$ cat config.mk
export PLATFORM = sky130hd
export DESIGN_NAME = if_fetch_queue
export DESIGN_NICKNAME = d
export VERILOG_FILES = /design/src/rtl/if_fetch_queue.sv
export SDC_FILE = /design/constraint.sdc
export NUM_CORES = 1
export LEC_CHECK = 0
export CORE_MARGIN = 2
export CORE_UTILIZATION = 54
export CTS_BUF_LIST = sky130_fd_sc_hd__clkbuf_8 sky130_fd_sc_hd__clkbuf_16
export DETAILED_ROUTE_END_ITERATION = 10
export GPL_ROUTABILITY_DRIVEN = 0
export PLACE_DENSITY = 0.9
export RECOVER_POWER = 25
export SYNTH_ARGS = -nofsm -noshare
export SYNTH_HDL_FRONTEND = slang
export SYNTH_SLANG_ARGS = --single-unit
$ cat constraint.sdc
create_clock -name clk -period 4.9 [get_ports clk]
set_input_delay 0.735 -clock clk [delete_from_list [all_inputs] [get_ports clk]]
set_output_delay 0.735 -clock clk [all_outputs]
set_load 0.01 [all_outputs]
$ cat src/rtl/if_fetch_queue.sv
// Instruction fetch unit with a small prefetch queue feeding IF/ID.
// One memory request outstanding at a time; redirects flush the queue and drop in-flight data.
module if_fetch_queue #(
    parameter logic [15:0] RESET_PC = 16'h0000,
    parameter int          QDEPTH   = 2
) (
    input  logic        clk,
    input  logic        reset,
    output logic        imem_req,
    output logic [15:0] imem_addr,
    input  logic        imem_ack,
    input  logic [15:0] imem_data,
    input  logic        redirect,
    input  logic [15:0] redirect_pc,
    input  logic        stall,
    output logic        ifid_valid,
    output logic [15:0] ifid_instr,
    output logic [15:0] ifid_pc_plus2
);

    localparam int PW = (QDEPTH > 2) ? 2 : 1;
    localparam logic [2:0] QD = 3'(QDEPTH);

    typedef enum logic [1:0] {
        IDLE    = 2'd0,
        WAIT    = 2'd1,
        DISCARD = 2'd2
    } state_t;

    state_t          state_r, state_s;
    logic [15:0]     fetch_pc_r, fetch_pc_s;
    logic [15:0]     addr_r, addr_s;
    logic [2:0]      count_r, count_s, count_pop_s;
    logic [PW-1:0]   rd_ptr_r, wr_ptr_r;
    logic [15:0]     q_instr_r [QDEPTH];
    logic [15:0]     q_pc2_r   [QDEPTH];
    logic            push_s, pop_s, flush_s;

    function automatic logic [PW-1:0] ptr_inc(input logic [PW-1:0] p);
        if (p == PW'(QDEPTH - 1)) begin
            return '0;
        end else begin
            return p + PW'(1);
        end
    endfunction

    // Next-state, queue control and the next request address
    always_comb begin
        state_s     = state_r;
        fetch_pc_s  = fetch_pc_r;
        addr_s      = addr_r;
        push_s      = 1'b0;
        flush_s     = 1'b0;
        pop_s       = (count_r != 3'd0) && !stall && !redirect;
        count_pop_s = count_r - {2'b00, pop_s};
        case (state_r)
            IDLE: begin
                if (redirect) begin
                    flush_s    = 1'b1;
                    fetch_pc_s = redirect_pc;
                    addr_s     = redirect_pc;
                    state_s    = WAIT;
                end else if (count_pop_s < QD) begin
                    addr_s  = fetch_pc_r;
                    state_s = WAIT;
                end else begin
                    state_s = IDLE;
                end
            end
            WAIT: begin
                if (redirect) begin
                    flush_s    = 1'b1;
                    fetch_pc_s = redirect_pc;
                    if (imem_ack) begin
                        addr_s  = redirect_pc;
                        state_s = WAIT;
                    end else begin
                        state_s = DISCARD;
                    end
                end else if (imem_ack) begin
                    push_s     = 1'b1;
                    fetch_pc_s = fetch_pc_r + 16'd2;
                    // the slot for the next request must survive this cycle's push
                    if ((count_pop_s + 3'd1) < QD) begin
                        addr_s  = fetch_pc_r + 16'd2;
                        state_s = WAIT;
                    end else begin
                        state_s = IDLE;
                    end
                end else begin
                    state_s = WAIT;
                end
            end
            DISCARD: begin
                if (redirect) begin
                    flush_s    = 1'b1;
                    fetch_pc_s = redirect_pc;
                    if (imem_ack) begin
                        addr_s  = redirect_pc;
                        state_s = WAIT;
                    end else begin
                        state_s = DISCARD;
                    end
                end else if (imem_ack) begin
                    addr_s  = fetch_pc_r;
                    state_s = WAIT;
                end else begin
                    state_s = DISCARD;
                end
            end
            default: begin
                state_s = IDLE;
            end
        endcase
        if (flush_s) begin
            count_s = 3'd0;
        end else begin
            count_s = count_pop_s + {2'b00, push_s};
        end
    end

    // Control state, fetch pointer and queue pointers
    always_ff @(posedge clk) begin
        if (reset) begin
            state_r    <= IDLE;
            fetch_pc_r <= RESET_PC;
            addr_r     <= RESET_PC;
            count_r    <= 3'd0;
            rd_ptr_r   <= '0;
            wr_ptr_r   <= '0;
        end else begin
            state_r    <= state_s;
            fetch_pc_r <= fetch_pc_s;
            addr_r     <= addr_s;
            count_r    <= count_s;
            if (flush_s) begin
                rd_ptr_r <= '0;
                wr_ptr_r <= '0;
            end else begin
                if (push_s) begin
                    wr_ptr_r <= ptr_inc(wr_ptr_r);
                end
                if (pop_s) begin
                    rd_ptr_r <= ptr_inc(rd_ptr_r);
                end
            end
        end
    end

    // Queue payload storage; contents are only visible through a valid count
    always_ff @(posedge clk) begin
        if (push_s && !reset) begin
            q_instr_r[wr_ptr_r] <= imem_data;
            q_pc2_r[wr_ptr_r]   <= fetch_pc_r + 16'd2;
        end
    end

    assign imem_req      = (state_r != IDLE);
    assign imem_addr     = addr_r;
    assign ifid_valid    = (count_r != 3'd0);
    assign ifid_instr    = ifid_valid ? q_instr_r[rd_ptr_r] : 16'h0000;
    assign ifid_pc_plus2 = ifid_valid ? q_pc2_r[rd_ptr_r]   : 16'h0000;

endmodule
# Word level (Yosys, flattened, before mapping)
# Memories as Yosys holds them, arrays and structs flattened. A register that Yosys moved wholly into a read port is not among the register bits.
# Index checks and enable logic that the tools add are counted.
[word_totals]
memories = 2
output_inout_bits = 50
ff_bits = 39
elab_cells = 74
input_bits = 37
mem_bits_rw = 64
[op_classes]
reduce_logical = 16
n_lt_le_gt_ge = 2
addsub = 6
muxes = 35
n_eq_ne = 7
[mem_list]
columns = ["memory", "depth", "width", "rd", "rd_ports_with_merged_regs", "wr", "line_no", "text"]
rows = [
  ["q_instr_r", 2, 16, 1, 1, 1, "35", "logic [15:0] q_instr_r [QDEPTH];"],
  ["q_pc2_r", 2, 16, 1, 1, 1, "36", "logic [15:0] q_pc2_r [QDEPTH];"],
]
[ops]
columns = ["op", "count"]
rows = [
  ["$mux W16", 13],
  ["$pmux W16 S3", 1],
  ["$pmux W16 S2", 1],
  ["$add A16 B2 Y16 const B", 1],
  ["$mux W1", 16],
  ["$ne A3 B3 Y1 const B", 4],
  ["$lt A3 B2 Y1 const B", 2],
  ["$mux W2", 3],
  ["$pmux W2 S3", 1],
  ["$reduce_bool A3 Y1", 2],
  ["$reduce_and A5 Y1", 1],
  ["$reduce_bool A2 Y1", 2],
  ["$reduce_or A2 Y1", 2],
  ["$add A3 B1 Y3", 1],
  ["$add A3 B1 Y3 const B", 1],
  ["$logic_and A1 B1 Y1", 3],
  ["$logic_not A1 Y1", 3],
  ["$reduce_and A3 Y1", 1],
  ["$reduce_or A3 Y1", 1],
  ["$sub A3 B1 Y3", 1],
  ["$add A1 B1 Y1 const B", 2],
  ["$eq A2 B1 Y1 const B", 1],
  ["$eq A2 B2 Y1 const B", 1],
  ["$logic_not A2 Y1", 1],
  ["$ne A2 B1 Y1 const B", 1],
]

# Logic depth before layout (Yosys ltp)
[logic_depth]
ltp_word = 10
depth_mapped = 14
depth_no_buf = 12

# Worst setup path after synthesis
# OpenSTA, ideal clock, no wires.
[synth_timing]
path_type = "input port to flip-flop"
start = "in redirect"
end = "mem q_instr_r[1][0], enable pin"
setup_time_ns = 0.468
path_stages = 6
n_path_buf = 3
t_required_ns = 4.432
arrival_time_ns = 3.907
path_slack_ns = 0.525
path_cell_list = "buf_2 > nor2b_1 > buf_2 > buf_2 > nand2_1 > nor3b_1"
[synth_between]
elab_chain_cells = 5
[synth_rtl]
columns = ["element", "line_no", "text"]
rows = [
  ["start: declaration", "13", "input logic redirect,"],
  ["$mux W1", "71", "if (redirect) begin"],
  ["$mux W1", "56", "case (state_r)"],
  ["$logic_and A1 B1 Y1", "152", "if (push_s && !reset) begin"],
  ["$mux W1", "152", ""],
  ["$mux W1 (implied by the code)", "153", "q_instr_r[wr_ptr_r] <= imem_data;"],
  ["end: declaration", "35", ""],
]
# Every way passes these cells.

# Worst setup path in the final report
[layout_timing]
start = "in redirect"
end = "reg addr_r[8] (netlist: imem_addr[8])"
[layout_between]
elab_chain_cells = 7
elab_cells_between_ends = 15
cone_classes = "add/sub: 2; order compare: 2; eq/ne: 4; mux: 4; reduce/logical: 3"
[layout_rtl]
columns = ["element", "line_no", "text"]
rows = [
  ["$logic_not A1 Y1 *", "54", "pop_s = (count_r != 3'd0) && !stall && !redirect;"],
  ["$logic_and A1 B1 Y1 *", "54", ""],
  ["net pop_s", "37", "logic push_s, pop_s, flush_s;"],
  ["$sub A3 B1 Y3 *", "55", "count_pop_s = count_r - {2'b00, pop_s};"],
  ["$add A3 B1 Y3", "84", "if ((count_pop_s + 3'd1) < QD) begin"],
  ["$lt A3 B2 Y1", "84", ""],
  ["$ne A3 B3 Y1 (no source line)", "n/a", ""],
  ["$reduce_and A5 Y1 (no source line) *", "n/a", ""],
  ["end signal: assignment", "134", "addr_r <= addr_s;"],
  ["end: declaration", "32", "logic [15:0] addr_r, addr_s;"],
]
# Mark *: on every way through the listed nets, which the timed path passes. The rest lies on a longest branch.
# A chain may end at the register's enable or synchronous reset.

==> Implementation_results.wiki <==
{| class="wikitable"
! Metric !! Value
|-
| Bufs and invs on worst path || 3
|-
| Primary flip-flop cell chosen by synthesis mapping || edfxtp_1
|-
| First-pass GRT wire length || approximately 21000 um
|-
| CTS-repair resized insts || 0
|-
| Critical path startpoint category || primary input
|-
| Fin nets || 629
|-
| R2R cell count || 12
|-
| Count of cell types in the netlist || 60
|-
| Number of endpoints with negative hold slack in the final report || 0
|-
| Crit path arrival time || 4.03 ns
|-
| Clock Skew || 0.0122 ns
|-
| # fillers || 773
|-
| Cell taking the most area after synthesis || edfxtp_1
|-
| Cell repeated most along the worst path || ha_1
|-
| Maximum vdd drop || about 0.16 mV
|-
| Achievable frequency || 268 MHz
|-
| Placement Rows || 36
|-
| Delay of the slowest cell on the worst path || roughly 0.51 ns
|-
| Cell with the most instances after synthesis || edfxtp_1
|-
| Total global routing track utilization || ~24%
|-
| Total die area || 0.0108 mm^2
|-
| Clock Path Buffers || 2
|-
| Async S/R FF share, synth || 0%
|-
| Category of cells accounting for the largest share of critical-path delay || simple AND/OR/NAND/NOR gates
|-
| Net count after synthesis || 560
|-
| Area growth syn-to-layout || 20.8%
|-
| Post-CTS Setup Repair Bufs || 0
|-
| RSZ-0062 raised after global routing || no
|-
| Antenna violation net count after detailed routing || 0
|-
| Vias/cell || 6.16
|-
| Later-pin clock latency in the skew report || around 0.37 ns
|-
| Wire length reported by the detailed router || 12900 um
|-
| Setup TNS after final layout || 0 ns
|-
| Minimum clock period after layout || 3.73 ns
|-
| Core footprint || approximately 0.0097 mm^2
|-
| Clock tree from TritonCTS || done
|-
| Mean Syn Cell Area || 10.5 um^2
|-
| Number of synthesized register bits || 104
|-
| H-tree depth || 3
|-
| Reg-to-reg startpoint || count_r[2]$_SDFF_PP0_
|-
| Number of DRC violations after detailed-routing iteration 0 || roughly 380
|-
| Share of final-layout standard cells stronger than drive strength 1 || 7.84%
|-
| Relative slew slack || 19.3%
|-
| Crit. Startpoint || redirect
|-
| Data required time at the worst endpoint || approximately 5.2 ns
|-
| Number of antenna repair diodes || 0
|-
| CP max FO || 18
|-
| Number of global-route vias before repair || roughly 4300
|-
| Critical-path top delay cell || nand3b_1
|-
| Number of buffers inserted by port buffering || 86
|-
| Gr ovfl total || 0
|-
| Number of buffers created by CTS || 9
|-
| Final count of negative-setup-slack endpoints || 0
|-
| Via total after detailed routing || 4432
|-
| Number of flops mapped to enable cells by yosys || 64
|-
| Length of the first detailed-routing pass in iterations || 6
|-
| Sequential share of the synthesized area || about half
|-
| Utilization after layout || 66.7%
|-
| Start point of the worst min-delay path || imem_addr[9]$_SDFFE_PP0P_
|-
| I/O pin total || 87
|-
| Largest net degree at the start of global routing || 47
|-
| Cells on Worst Hold Path || 2
|-
| Kind of critical path || primary input to flop
|-
| Pin slew with the least headroom to its limit || 1.20 ns
|-
| Worst path cell trace || clkdlybuf4s50_1 > nor3_1 > ha_1 > ha_1 > inv_1 > ha_1 > xor3_1 > o21ai_1 > nand3b_1 > buf_4 > or3b_1 > a21oi_1
|-
| Antenna violations before repair || 0
|-
| DIE WIDTH || 104 um
|-
| Synth top cells by count || 64 x edfxtp_1, 59 x nor2_1, 50 x mux2i_1, 44 x a21oi_1, 40 x dfxtp_1
|-
| Synthesis warning total || 0
|-
| Crit. path cell count || 12
|-
| Status || finished clean
|-
| Routed length per placed instance || around 18 um
|-
| LEAKAGE || 2.29 nW
|-
| Cell area after technology mapping || 0.00538 mm^2
|-
| HPWL after detailed placement || 8650 um
|-
| Number of buffers added to fix hold violations after cts || 0
|-
| DR DRC count || 0
|-
| Number of max-slew violations in the final report || 0
|-
| Class of the worst hold path || flop to flop
|-
| Cell area reported after detailed placement || 0.00633 mm^2
|-
| Clock Tree Root || clkbuf_8
|-
| Die height || 104 um
|-
| Hold WS || 0.489 ns
|-
| Max-cap violations || 0
|-
| Count of mapped cells out of synthesis || 513
|-
| Final worst path period share || between 70% and 80%
|-
| Initial Util || 55.3%
|-
| Finished Cell Area || 0.00649 mm^2
|-
| Power density over cell area || 297 mW/mm^2
|-
| Largest cells by area after synthesis || edfxtp_1 36%, dfxtp_1 15%, mux2i_1 9.3%
|-
| Sort of element at the end of the critical path || flop
|-
| Clock Pin Slew Worst Setup and Hold Paths || 0.09 ns
|-
| Share of the synthesized area in the top cell type || between 30 and 40%
|-
| CTS sink count || 104
|}
## final cells by class
class / count / area, um^2 / area share, %
clock buffer: 9 / 124 / 1.91
clock inverter: 7 / 77.6 / 1.19
inverter: 17 / 63.8 / 0.983
multi-input combinational: 353 / 2390 / 36.9
sequential: 104 / 2720 / 41.9
tap: 133 / 166 / 2.56
timing repair buffer: 97 / 943 / 14.5
## layer usage
metal	part of all wire, %	GRT usage (%)
met1	41	30.8
met2	48	40.4
met3	7.8	3.78
met4	2.9	11.3
met5	0	0
## final timing paths
kind	to	slack, ns
worst max-delay path	imem_addr[8]$_SDFFE_PP0P_	1.17
worst max register to register	imem_addr[8]$_SDFFE_PP0P_	1.51
worst min register to register	imem_addr[9]$_SDFFE_PP0P_	0.49
worst min-delay path	imem_addr[9]$_SDFFE_PP0P_	0.49
## cells in the final DEF (no fill, tap or decap), types with 9 or more instances in the layout
master and count:
inv_1 18, dlygate4sd3_1 16, nand2_1 38, mux2i_1 50, dfxtp_1 39, ha_1 10, clkbuf_8 9, nor2_1 60
buf_4 11, o21ai_0 17, edfxtp_1 64, clkdlybuf4s50_1 70, a21oi_1 44
## stage by stage
stage	cells	setup slack, ns	power, mW
5_1_grt	720	0.956	2.00
2_1_floorplan	513	0.525	1.24
4_1_cts	720	1.18	1.93
6_report	720	1.17	1.93
3_3_place_gp	704	0.932	1.37
3_5_place_dp	704	0.765	1.39
## power by group
part	leakage [nW]	total (mW)	switching (mW)	internal [mW]
Clock	0.106	0.551	0.308	0.243
Combinational	1.27	0.362	0.198	0.165
Sequential	0.912	1.01	0.0452	0.970
Total	2.29	1.93	0.551	1.38
## kinds of logic (layout without fill, tap and decap cells)
family | count (synthesis) | in the layout | synth area share, %
and+or+nand+nor | 152 | 152 | 14.1
buffers and inverters | 56 | 130 | 4.38
DFF | 104 | 104 | 50.6
muxes | 53 | 53 | 9.94
AOI/OAI and AO/OA | 121 | 121 | 14.8
xor gates and xnor gates | 17 | 17 | 3.82
adders and majority gates | 10 | 10 | 2.33
## registers in the layout (all words and copies together) (netlist names), named ones only
| register | count |
|---|---|
| q_instr_r | 32 |
| q_pc2_r | 32 |
| fetch_pc_r | 16 |
| imem_addr | 16 |
| count_r | 3 |
| state_r | 2 |
| rd_ptr_r | 1 |
| wr_ptr_r | 1 |
## worst register-to-register path, stage by stage (launching register included)
cell and delay [ns]:
dfxtp_1 0.36, nor3_2 0.25, nor3_1 0.11, ha_1 0.19, ha_1 0.31, inv_1 0.10
ha_1 0.17, xor3_1 0.24, o21ai_1 0.13, nand3b_1 0.51, buf_4 0.43, or3b_1 0.39
a21oi_1 0.13
Note: power is estimated with default switching activity, not from simulation.
